File: config.mk
export PLATFORM = sky130hd
export DESIGN_NAME = alu_arbiter
export DESIGN_NICKNAME = d
export VERILOG_FILES = /design/src/rtl/alu_pkg.sv /design/src/rtl/alu_arbiter_rr_picker.sv /design/src/rtl/alu_arbiter.sv
export SDC_FILE = /design/constraint.sdc
export NUM_CORES = 1
export LEC_CHECK = 0
export CAP_MARGIN = 0
export CORE_AREA = 2 2 78 80
export DETAILED_ROUTE_END_ITERATION = 16
export DIE_AREA = 0 0 80 82
export PLACE_DENSITY = 0.66
export SETUP_SLACK_MARGIN = 0.3
export SYNTH_ARGS = -nofsm -noshare
export SYNTH_HDL_FRONTEND = slang
export SYNTH_SLANG_ARGS = --single-unit
File: constraint.sdc
create_clock -name clk -period 1.99 [get_ports clk]
set_clock_uncertainty 0.1 [all_clocks]
set_input_delay 0.4975 -clock clk [delete_from_list [all_inputs] [get_ports clk]]
set_output_delay 0.4975 -clock clk [all_outputs]
set_load 0.01 [all_outputs]
File: src/rtl/alu_pkg.sv
// Shared types for the ALU arbiter: opcodes, FSM states and the request payload.
package alu_pkg;

  localparam int unsigned DATA_W = 8;
  localparam int unsigned OP_W   = 3;

  typedef enum logic [OP_W-1:0] {
    ALU_AND  = 3'b000,
    ALU_OR   = 3'b001,
    ALU_XOR  = 3'b010,
    ALU_ADD  = 3'b011,
    ALU_SUB  = 3'b100,
    ALU_SLT  = 3'b101,
    ALU_SLTE = 3'b110,
    ALU_EQ   = 3'b111
  } aluop_t;

  typedef enum logic [1:0] {
    IDLE = 2'd0,
    EXEC = 2'd1,
    RESP = 2'd2
  } arb_state_t;

  typedef struct packed {
    logic [DATA_W-1:0] op1;
    logic [DATA_W-1:0] op2;
    aluop_t            aluop;
    logic              shift;
    logic              dir;
  } alu_req_t;

endpackage

File: src/rtl/alu_arbiter_rr_picker.sv
// Combinational round-robin search: first valid requester at or after ptr, wrapping.
module rr_picker #(
  parameter int unsigned NUM_REQ = 2,
  parameter int unsigned IDW     = $clog2(NUM_REQ)
) (
  input  logic [NUM_REQ-1:0] valid,
  input  logic [IDW-1:0]     ptr,
  output logic               found_c,
  output logic [IDW-1:0]     winner_c
);

  logic [IDW-1:0] idx;

  always_comb begin
    found_c  = 1'b0;
    winner_c = '0;
    idx      = '0;
    for (int unsigned i = 0; i < NUM_REQ; i++) begin
      idx = IDW'((32'(ptr) + i) % NUM_REQ);
      if (!found_c && valid[idx]) begin
        found_c  = 1'b1;
        winner_c = idx;
      end
    end
  end

endmodule

File: src/rtl/alu_arbiter.sv
// Shares one combinational ALU between NUM_REQ requesters with round-robin grant.
// Flow per operation: accept (IDLE) -> drive ALU (EXEC) -> hold response (RESP).
module alu_arbiter
  import alu_pkg::*;
#(
  parameter int unsigned NUM_REQ = 2,
  parameter int unsigned IDW     = $clog2(NUM_REQ)
) (
  input  logic                      clk,
  input  logic                      reset_n,
  input  logic [NUM_REQ-1:0]        req_valid,
  output logic [NUM_REQ-1:0]        req_ready,
  input  logic [NUM_REQ*DATA_W-1:0] req_op1,
  input  logic [NUM_REQ*DATA_W-1:0] req_op2,
  input  logic [NUM_REQ*OP_W-1:0]   req_aluop,
  input  logic [NUM_REQ-1:0]        req_shift,
  input  logic [NUM_REQ-1:0]        req_dir,
  output logic [NUM_REQ-1:0]        resp_valid,
  input  logic [NUM_REQ-1:0]        resp_ready,
  output logic [DATA_W-1:0]         resp_result,
  output logic                      resp_equal,
  output logic                      resp_less,
  output logic [DATA_W-1:0]         alu_op1,
  output logic [DATA_W-1:0]         alu_op2,
  output logic [OP_W-1:0]           alu_aluop,
  output logic                      alu_shift,
  output logic                      alu_dir,
  input  logic [DATA_W-1:0]         alu_result,
  input  logic                      alu_equal,
  input  logic                      alu_less
);

  arb_state_t         state_q, state_d;
  logic [IDW-1:0]     rr_ptr_q, grant_q, winner;
  logic               found, accept, resp_done;
  alu_req_t           reqs [NUM_REQ];
  alu_req_t           exec_q;
  logic [DATA_W-1:0]  result_q;
  logic               equal_q, less_q;
  logic [NUM_REQ-1:0] resp_valid_q;

  for (genvar g = 0; g < NUM_REQ; g++) begin : g_unpack
    assign reqs[g] = '{op1:   req_op1[DATA_W*g +: DATA_W],
                       op2:   req_op2[DATA_W*g +: DATA_W],
                       aluop: aluop_t'(req_aluop[OP_W*g +: OP_W]),
                       shift: req_shift[g],
                       dir:   req_dir[g]};
  end

  rr_picker #(.NUM_REQ(NUM_REQ), .IDW(IDW)) u_picker (
    .valid    (req_valid),
    .ptr      (rr_ptr_q),
    .found_c  (found),
    .winner_c (winner)
  );

  // Next state and the same-cycle accept strobe; req_ready is forced low while in reset.
  always_comb begin
    state_d   = state_q;
    accept    = 1'b0;
    resp_done = 1'b0;
    req_ready = '0;
    case (state_q)
      IDLE: begin
        if (found) begin
          accept            = 1'b1;
          req_ready[winner] = reset_n;
          state_d           = EXEC;
        end
      end
      EXEC: state_d = RESP;
      RESP: begin
        if (resp_ready[grant_q]) begin
          resp_done = 1'b1;
          state_d   = IDLE;
        end
      end
      default: state_d = IDLE;
    endcase
  end

  always_ff @(posedge clk or negedge reset_n) begin
    if (!reset_n) begin
      state_q      <= IDLE;
      rr_ptr_q     <= '0;
      grant_q      <= '0;
      exec_q       <= '0;
      result_q     <= '0;
      equal_q      <= 1'b0;
      less_q       <= 1'b0;
      resp_valid_q <= '0;
    end else begin
      state_q <= state_d;
      // exec_q doubles as the ALU drive, so it is only non-zero during EXEC
      if (accept) begin
        exec_q   <= reqs[winner];
        grant_q  <= winner;
        rr_ptr_q <= IDW'((32'(winner) + 32'd1) % NUM_REQ);
      end else if (state_q == EXEC) begin
        exec_q <= '0;
      end
      if (state_q == EXEC) begin
        result_q     <= alu_result;
        equal_q      <= alu_equal;
        less_q       <= alu_less;
        resp_valid_q <= NUM_REQ'(1) << grant_q;
      end
      if (resp_done) begin
        resp_valid_q <= '0;
      end
    end
  end

  assign alu_op1     = exec_q.op1;
  assign alu_op2     = exec_q.op2;
  assign alu_aluop   = exec_q.aluop;
  assign alu_shift   = exec_q.shift;
  assign alu_dir     = exec_q.dir;
  assign resp_valid  = resp_valid_q;
  assign resp_result = result_q;
  assign resp_equal  = equal_q;
  assign resp_less   = less_q;

endmodule

==> impl_metrics.csv, run 1 <==
group,metric,value,unit
min_path,hold_class,"in -> async",
drt,avgViaCountPerCell,4.81,
clock_tree,cts_buffers,5,
global_route,grt_max_degree,38,
pwr,peakVddDrop,0.000679,V
timing,whs,0.260,ns
drt,drt_first_iter_violations,64,
timing,fin_crit_sh,100,%
floorplan,die_w,80,um
timing,hold_violations,0,
logic_synthesis,ys_types,23,
status,status,"complete, but fails checks",
floorplan,rows,28,
final_layout,n_fill_cell,590,
drt,ant_nets,0,
timing,tightest_slew,0.530,ns
logic_synthesis,synth_area,1680,sq um
timing,fin_ws,-0.00733,ns
place,dpl.hpwl,3480,um
floorplan,core,5750,sq um
timing,drv_slew,0,
pwr,p_total,3.65,mW
clock_tree,clk_pin_slew,0.07,ns
worst_setup_path,arrival,1.40,ns
logic_synthesis,netlist_top_cells_area,"dfrtp_1, a221o_1, nand2_1",
timing,rsz0062_at_grt,"yes",
global_route,grt_pass1_wl,8510,um
place,routabilityCongestion,0.717,
timing,setup_viol,1,
flow_run,cap_violations,0,
worst_setup_path,reg2reg_from,"state_q[1]",
logic_synthesis,synth_cells,171,
floorplan,initial_utilization,29.2,%
clock_tree,cts.sinks,37,
timing,layout_min_cycle_time,2.00,ns
global_route,track_usage,16.8,%
clock_tree,clk_latency,0.28,ns
worst_setup_path,cpPeakStageDelay,0.40,ns
status,violations,"setup timing",
clock_tree,htree_levels,2,
pwr,p_per_area,1280,nW/um^2
drt,wl,5210,um
logic_synthesis,synth_top_area_cell,"dfrtp_1",
worst_setup_path,worstPathCellList,"or2_4, nor3b_4, and2_4, buf_6",
floorplan,num_io_pins,93,
timing,max_freq,501,MHz
final_layout,antennaDiodeCount,0,
global_route,antenna_found_initial,0,
drt,wl_per_cell,15.1,um
floorplan,die_y,82,um
clock_tree,cts_tree,"built",
worst_setup_path,crit_type,"reg -> out",
worst_setup_path,cp_max_fo,2,
global_route,gr-total-overflow,0,
logic_synthesis,seq_area_frac_synth,55.2,%
logic_synthesis,avgSynthCellArea,9.80,sq um
final_layout,layout-drive-gt1-share,12.5,%
pwr,leakage,1.35,nW
worst_setup_path,reg2reg_depth,6,
drt,vias,1665,
worst_setup_path,end_kind,"output port",
worst_setup_path,worst-r2r-setup-slack,0.39,ns
final_layout,area_delta_synth_final,69.6,%
floorplan,die-area,6560,sq um
worst_setup_path,worst_ep_required_time,1.39,ns
worst_setup_path,rr_endpoint,"alu_op1[0]",
place,io_buffers,92,
clock_tree,cts_max_path_buffers,2,
worst_setup_path,worst_setup_path_start_kind,"register",
drt,drc,0,
worst_setup_path,crit_slowest_cell,"dfrtp_1",
logic_synthesis,ys_warn_count,0,
clock_tree,clockRootBuffer,"clkbuf_8",
logic_synthesis,synth_fp_nets,229,
logic_synthesis,ys_ff_latch,37,
final_layout,nets,329,
global_route,grt_pass1_vias,1649,
logic_synthesis,synth_top_area_share,55.2,%
timing,slew_headroom,64.7,%
drt,dr.pass1.iters,4,
[worst max-delay path by stage]
stage                             from  depth (start not counted)            to  slack (ns)
after global placement    req_valid[1]                          5  req_ready[0]       -0.57
after CTS                   state_q[0]                          4  req_ready[0]       0.002
after detailed placement  req_valid[1]                          5  req_ready[0]       -0.59
final                       state_q[1]                          4  req_ready[0]      -0.007
after global routing        state_q[0]                          4  req_ready[0]       -0.10
after floorplan             state_q[0]                          4  req_ready[0]        0.19
[placed cells by master (no fill, tap or decap), types with 2 or more instances in the layout]
master / synthesis / routed
a21o_1: 3 / 3
a21oi_1: 3 / 3
a221o_1: 21 / 21
and2_4: 0 / 3
buf_4: 0 / 12
buf_6: 3 / 2
clkbuf_8: 0 / 6
clkdlybuf4s50_1: 0 / 54
dfrtp_1: 37 / 37
dlygate4sd2_1: 0 / 35
nand2_1: 53 / 53
nor2b_1: 3 / 2
nor3_1: 21 / 21
o21ai_0: 2 / 2
o31ai_4: 0 / 2
[stage by stage]
stage          util [%]  setup WS [ns]  area (sq um)  TNS [ns]  cells
4_1_cts            49.0        0.00213          2810         0    345
2_1_floorplan         -          0.195          1700         0    171
3_5_place_dp       47.4         -0.590          2730    -10.50    337
6_report           49.5       -0.00733          2840  -0.00733    346
3_3_place_gp       47.4         -0.567          2730    -10.32    337
5_1_grt            49.5         -0.100          2840    -0.147    346
[power by group]
| part | total [mW] | internal [mW] | switching [mW] |
|---|---|---|---|
| combinational | 1.86 | 0.915 | 0.946 |
| clock | 0.525 | 0.275 | 0.250 |
| sequential | 1.26 | 1.09 | 0.177 |
| total | 3.65 | 2.28 | 1.37 |
[cells by family after synthesis]
| kind of cell | after synthesis | share of synthesized area [%] |
|---|---|---|
| and+or+nand+nor | 87 | 23.0 |
| DFF | 37 | 55.2 |
| AOI/OAI and AO/OA | 32 | 16.9 |
| buffers and inverters | 15 | 4.93 |
[area by class of cell]
cell class / count / area (sq um) / area share, %
Clock buffer: 7 / 86.3 / 3.04
Tap cell: 75 / 93.8 / 3.30
Timing Repair Buffer: 105 / 985 / 34.6
Sequential cell: 37 / 926 / 32.6
Multi-Input combinational cell: 120 / 742 / 26.1
Inverter: 2 / 11.3 / 0.396
[routing by layer]
layer | vias to the layer above | routed length, um | global-route usage, %
met1 | 803 | 2400 | 23.5
li1 | 808 | - | -
met4 | 0 | 46 | 4.75
met3 | 6 | 251 | 3.52
met5 | - | 0 | 0
met2 | 48 | 2520 | 26.4
[state kept, by name, indices dropped and copies added (netlist names)]
register     flops
alu_aluop        3
alu_dir          1
alu_op1          8
alu_op2          8
alu_shift        1
grant_q          1
resp_equal       1
resp_less        1
resp_result      8
resp_valid       2
rr_ptr_q         1
state_q          2
[worst max-delay path, delay by kind of cell (launching register included)]
kind / cells / cell delay, ns
simple gates: 3 / 0.62
buf+inv: 1 / 0.09
flops: 1 / 0.40
[repair_timing]
item / 4_1_cts / 5_1_grt
cloned: 1 / 0
gates resized for setup: 53 / 3
hold buffers: 0 / 0
pin swaps: 5 / 1
setup endpoints to repair: 57 / 24
setup buffers: 0 / 1
[cell usage after synthesis]
library cell	count
buf_2	3
nand2_1	53
a21o_1	3
clkbuf_1	7
and2_1	2
nand3b_1	1
dfrtp_1	37
nor2b_1	3
nand2b_1	2
o31ai_1	1
nor2_1	1
a311oi_1	1
inv_1	2
buf_6	3
and3_1	1
nor3_1	21
and2_0	1
or2_0	1
a221o_1	21
o21ai_0	2
nor3b_1	1
a21oi_1	3
a221oi_1	1
(Power assumes the default switching activity.)
==> run 2, diff against run 1 <==
--- a/config.mk
+++ b/config.mk
@@ -6,11 +6,11 @@
 export NUM_CORES = 1
 export LEC_CHECK = 0
 export CAP_MARGIN = 0
-export CORE_AREA = 2 2 78 80
+export CORE_AREA = 2 2 79 81
 export DETAILED_ROUTE_END_ITERATION = 16
-export DIE_AREA = 0 0 80 82
-export PLACE_DENSITY = 0.66
+export DIE_AREA = 0 0 81 83
 export SETUP_SLACK_MARGIN = 0.3
 export SYNTH_ARGS = -nofsm -noshare
 export SYNTH_HDL_FRONTEND = slang
+export SYNTH_HIERARCHICAL = 1
 export SYNTH_SLANG_ARGS = --single-unit
==> constraint.sdc (replaced) <==
create_clock -name clk -period 2.2 [get_ports clk]
set_clock_uncertainty 0.1 [all_clocks]
set_input_delay 0.55 -clock clk [delete_from_list [all_inputs] [get_ports clk]]
set_output_delay 0.55 -clock clk [all_outputs]
set_load 0.01 [all_outputs]
==> run 2 against run 1 <==
  * The run now ends clean
  * Hold slack worse by 0.11 ns
  * First-iteration DRC count is 34% lower
  * Count of clock-buffer cells in the layout is 1 lower
  * Cell count is 5.5% lower
  * Sequential cell count stayed put
  * Clock power is 14% lower
  * Register-to-register slack better by 0.16 ns
  * Sequential share of layout area is 0.58 points lower
  * Die area is 2.5% higher
  * Sequential power is 5% lower
  * Area after synthesis is 1.9% higher
  * Critical endpoint is now req_ready[1]
==> impl_metrics.csv, run 2 <==
group,metric,value,unit
worst_setup_path,cp_top_family,"simple AND/OR/NAND/NOR gates",
pwr,peakVddDrop,0.000483,V
status,status,"completed",
timing,rsz0062_at_grt,"yes",
final_layout,final-seq-area,926,sq um
logic_synthesis,ys_warn_count,6,
final_layout,final_cell_mix,"clkdlybuf4s50_1, dfrtp_1, nand2_1",
global_route,track_usage,13.7,%
clock_tree,clk_latency,0.28,ns
drt,wl_per_cell,13.0,um
drt,ant_nets,0,
logic_synthesis,ys_types,23,
floorplan,die_w,81,um
timing,tightest_slew,0.526,ns
logic_synthesis,synth_cells,146,
final_layout,layout-drive-gt1-share,25.0,%
logic_synthesis,ys_ff_latch,37,
global_route,grt_pass1_vias,1429,
worst_setup_path,crit_buf_inv,3,
drt,avgViaCountPerCell,4.32,
final_layout,layout_commonest_cell,"clkdlybuf4s50_1",
worst_setup_path,cp.depth,6,
min_path,hold_class,"in -> async",
worst_setup_path,crit_path_frequent_cell,"buf_6",
clock_tree,htree_levels,2,
clock_tree,holdBufCountCts,0,
clock_tree,cts_tree,"built",
drt,highest_layer,"met4",
logic_synthesis,netlist_top_cells_area,"dfrtp_1, mux2i_1, o21ai_2",
global_route,grt_pass1_wl,7010,um
pwr,p_per_area,1220,nW/um^2
clock_tree,clockRootBuffer,"clkbuf_8",
timing,max_freq,474,MHz
worst_setup_path,worstPathCellList,"buf_6, or2_4, or3b_4, inv_4, and3_4, buf_6",
logic_synthesis,yosysMostFrequentCell,"dfrtp_1",
timing,hold_violations,0,
timing,slew_headroom,64.9,%
logic_synthesis,synth_area,1710,sq um
floorplan,initial_utilization,29.4,%
place,dpl.hpwl,3210,um
drt,drc,0,
global_route,gr-total-overflow,0,
floorplan,num_io_pins,93,
logic_synthesis,synth_edf_count,0,
clock_tree,cts_buffers,5,
clock_tree,cts.sinks,37,
drt,dr.pass1.iters,2,
clock_tree,clk_pin_slew,0.07,ns
final_layout,area_delta_synth_final,69.4,%
logic_synthesis,synth_top_area_share,54.2,%
flow_run,cap_violations,0,
worst_setup_path,arrival,1.46,ns
drt,wl_met3,238,um
floorplan,die-area,6720,sq um
timing,whs,0.152,ns
final_layout,antennaDiodeCount,0,
logic_synthesis,async_reset_ff_share,100,%
final_layout,nets,309,
worst_setup_path,crit_type,"in -> out",
final_layout,n_fill_cell,587,
logic_synthesis,synth_fp_nets,204,
timing,layout_min_cycle_time,2.11,ns
worst_setup_path,cp_max_fo,3,
place,io_buffers,92,
worst_setup_path,worst_ep_required_time,1.55,ns
floorplan,rows,28,
logic_synthesis,synth_common_cells,"dfrtp_1, nand2_1, mux2i_1",
place,routabilityCongestion,0.643,
final_layout,multiInputGateArea,737,sq um
timing,drv_slew,0,
global_route,antenna_found_initial,0,
logic_synthesis,seq_area_frac_synth,54.2,%
drt,drt_first_iter_violations,42,
global_route,grt_max_degree,25,
final_layout,utilization,49.8,%
drt,wl_met1,1770,um
logic_synthesis,avgSynthCellArea,11.7,sq um
worst_setup_path,reg2reg_from,"state_q[1]",
worst_setup_path,worst_setup_path_start_kind,"input port",
logic_synthesis,synth-main-ff-cell,"dfrtp_1",
clock_tree,cts_max_path_buffers,2,
drt,wl,4240,um
floorplan,die_y,83,um
worst_setup_path,crit_slowest_cell,"or3b_4",
drt,wl_met2,2180,um
logic_synthesis,synth_top_area_cell,"dfrtp_1",
worst_setup_path,end_kind,"output port",
worst_setup_path,cpPeakStageDelay,0.39,ns
worst_setup_path,setup.worst_path.start,"req_valid[1]",
timing,setup_viol,0,
pwr,leakage,1.27,nW
drt,vias,1414,
worst_setup_path,reg2reg_depth,3,
timing,fin_crit_sh,95.9,%
floorplan,core,5820,sq um
[run 2: cell types whose count changed after synthesis, moves of 3 or more]
cell | before | now
o21ai_2 | 0 | 18
a21o_1 | 3 | 0
mux2i_1 | 0 | 21
clkbuf_1 | 7 | 2
a221o_1 | 21 | 0
mux2_2 | 0 | 10
nor3_1 | 21 | 1
nand2_1 | 53 | 28
[run 2: worst reg2reg max path, delay by kind of cell, from the launching register on]
family / cells / cell delay, ns
muxes: 1 / 0.40
and+or+nand+nor: 1 / 0.52
DFF: 1 / 0.38
buffers and inverters: 1 / 0.14
[run 2: layout make-up]
| type | count | share of cell area (%) |
|---|---|---|
| timing repair buffer | 107 | 36.0 |
| clock buffer | 6 | 2.51 |
| clock inverter | 2 | 0.346 |
| multi-input combinational | 97 | 25.5 |
| sequential | 37 | 32.0 |
| inverter | 3 | 0.475 |
| tap | 75 | 3.24 |
[run 2: kinds of logic after synthesis]
logic type | Yosys count | share of synthesized area (%)
AND/OR/NAND/NOR | 37 | 9.44
buffers and inverters | 12 | 4.47
flip-flops | 37 | 54.2
multiplexers | 31 | 18.9
AO/OA/AOI/OAI | 29 | 13.0
[run 2: report_power, final]
part / switching (mW) / internal, mW / total [mW]
sequential: 0.172 / 1.03 / 1.20
combinational: 0.801 / 1.08 / 1.88
clock: 0.234 / 0.220 / 0.454
total: 1.21 / 2.32 / 3.53
[run 2: worst paths after layout]
| check | end | slack [ns] |
|---|---|---|
| hold reg to reg | alu_op1[4] | 0.38 |
| setup / recovery | req_ready[1] | 0.09 |
| setup reg to reg | resp_result[4] | 0.55 |
| max in group asynchronous | resp_result[2] | 1.58 |
| min in group clk | alu_op1[4] | 0.38 |
| hold / removal | alu_op1[3] | 0.15 |
[run 2: routing by layer]
metal | vias to the layer above | GRT usage [%]
li1 | 709 | -
met1 | 654 | 16.4
met2 | 46 | 23.1
met3 | 5 | 3.59
met4 | 0 | 5.08
met5 | - | 0
[run 2: timing repair]
| action | CTS | global route |
|---|---|---|
| setup endpoints to repair | 25 | 3 |
| pin swaps | 3 | 2 |
| resized for setup | 22 | 2 |
| setup buffers | 2 | 2 |
[run 2: per-stage QoR]
step	TNS (ns)	worst slack [ns]	power, mW	std cells	instance area (sq um)
final	0	0.0893	3.53	327	2900
after global routing	0	0.0375	3.79	327	2900
after floorplan	0	0.191	2.15	146	1720
after CTS	0	0.0562	3.58	325	2880
after global placement	-1.98	-0.825	3.07	315	2770
after detailed placement	-2.13	-0.825	3.09	315	2770
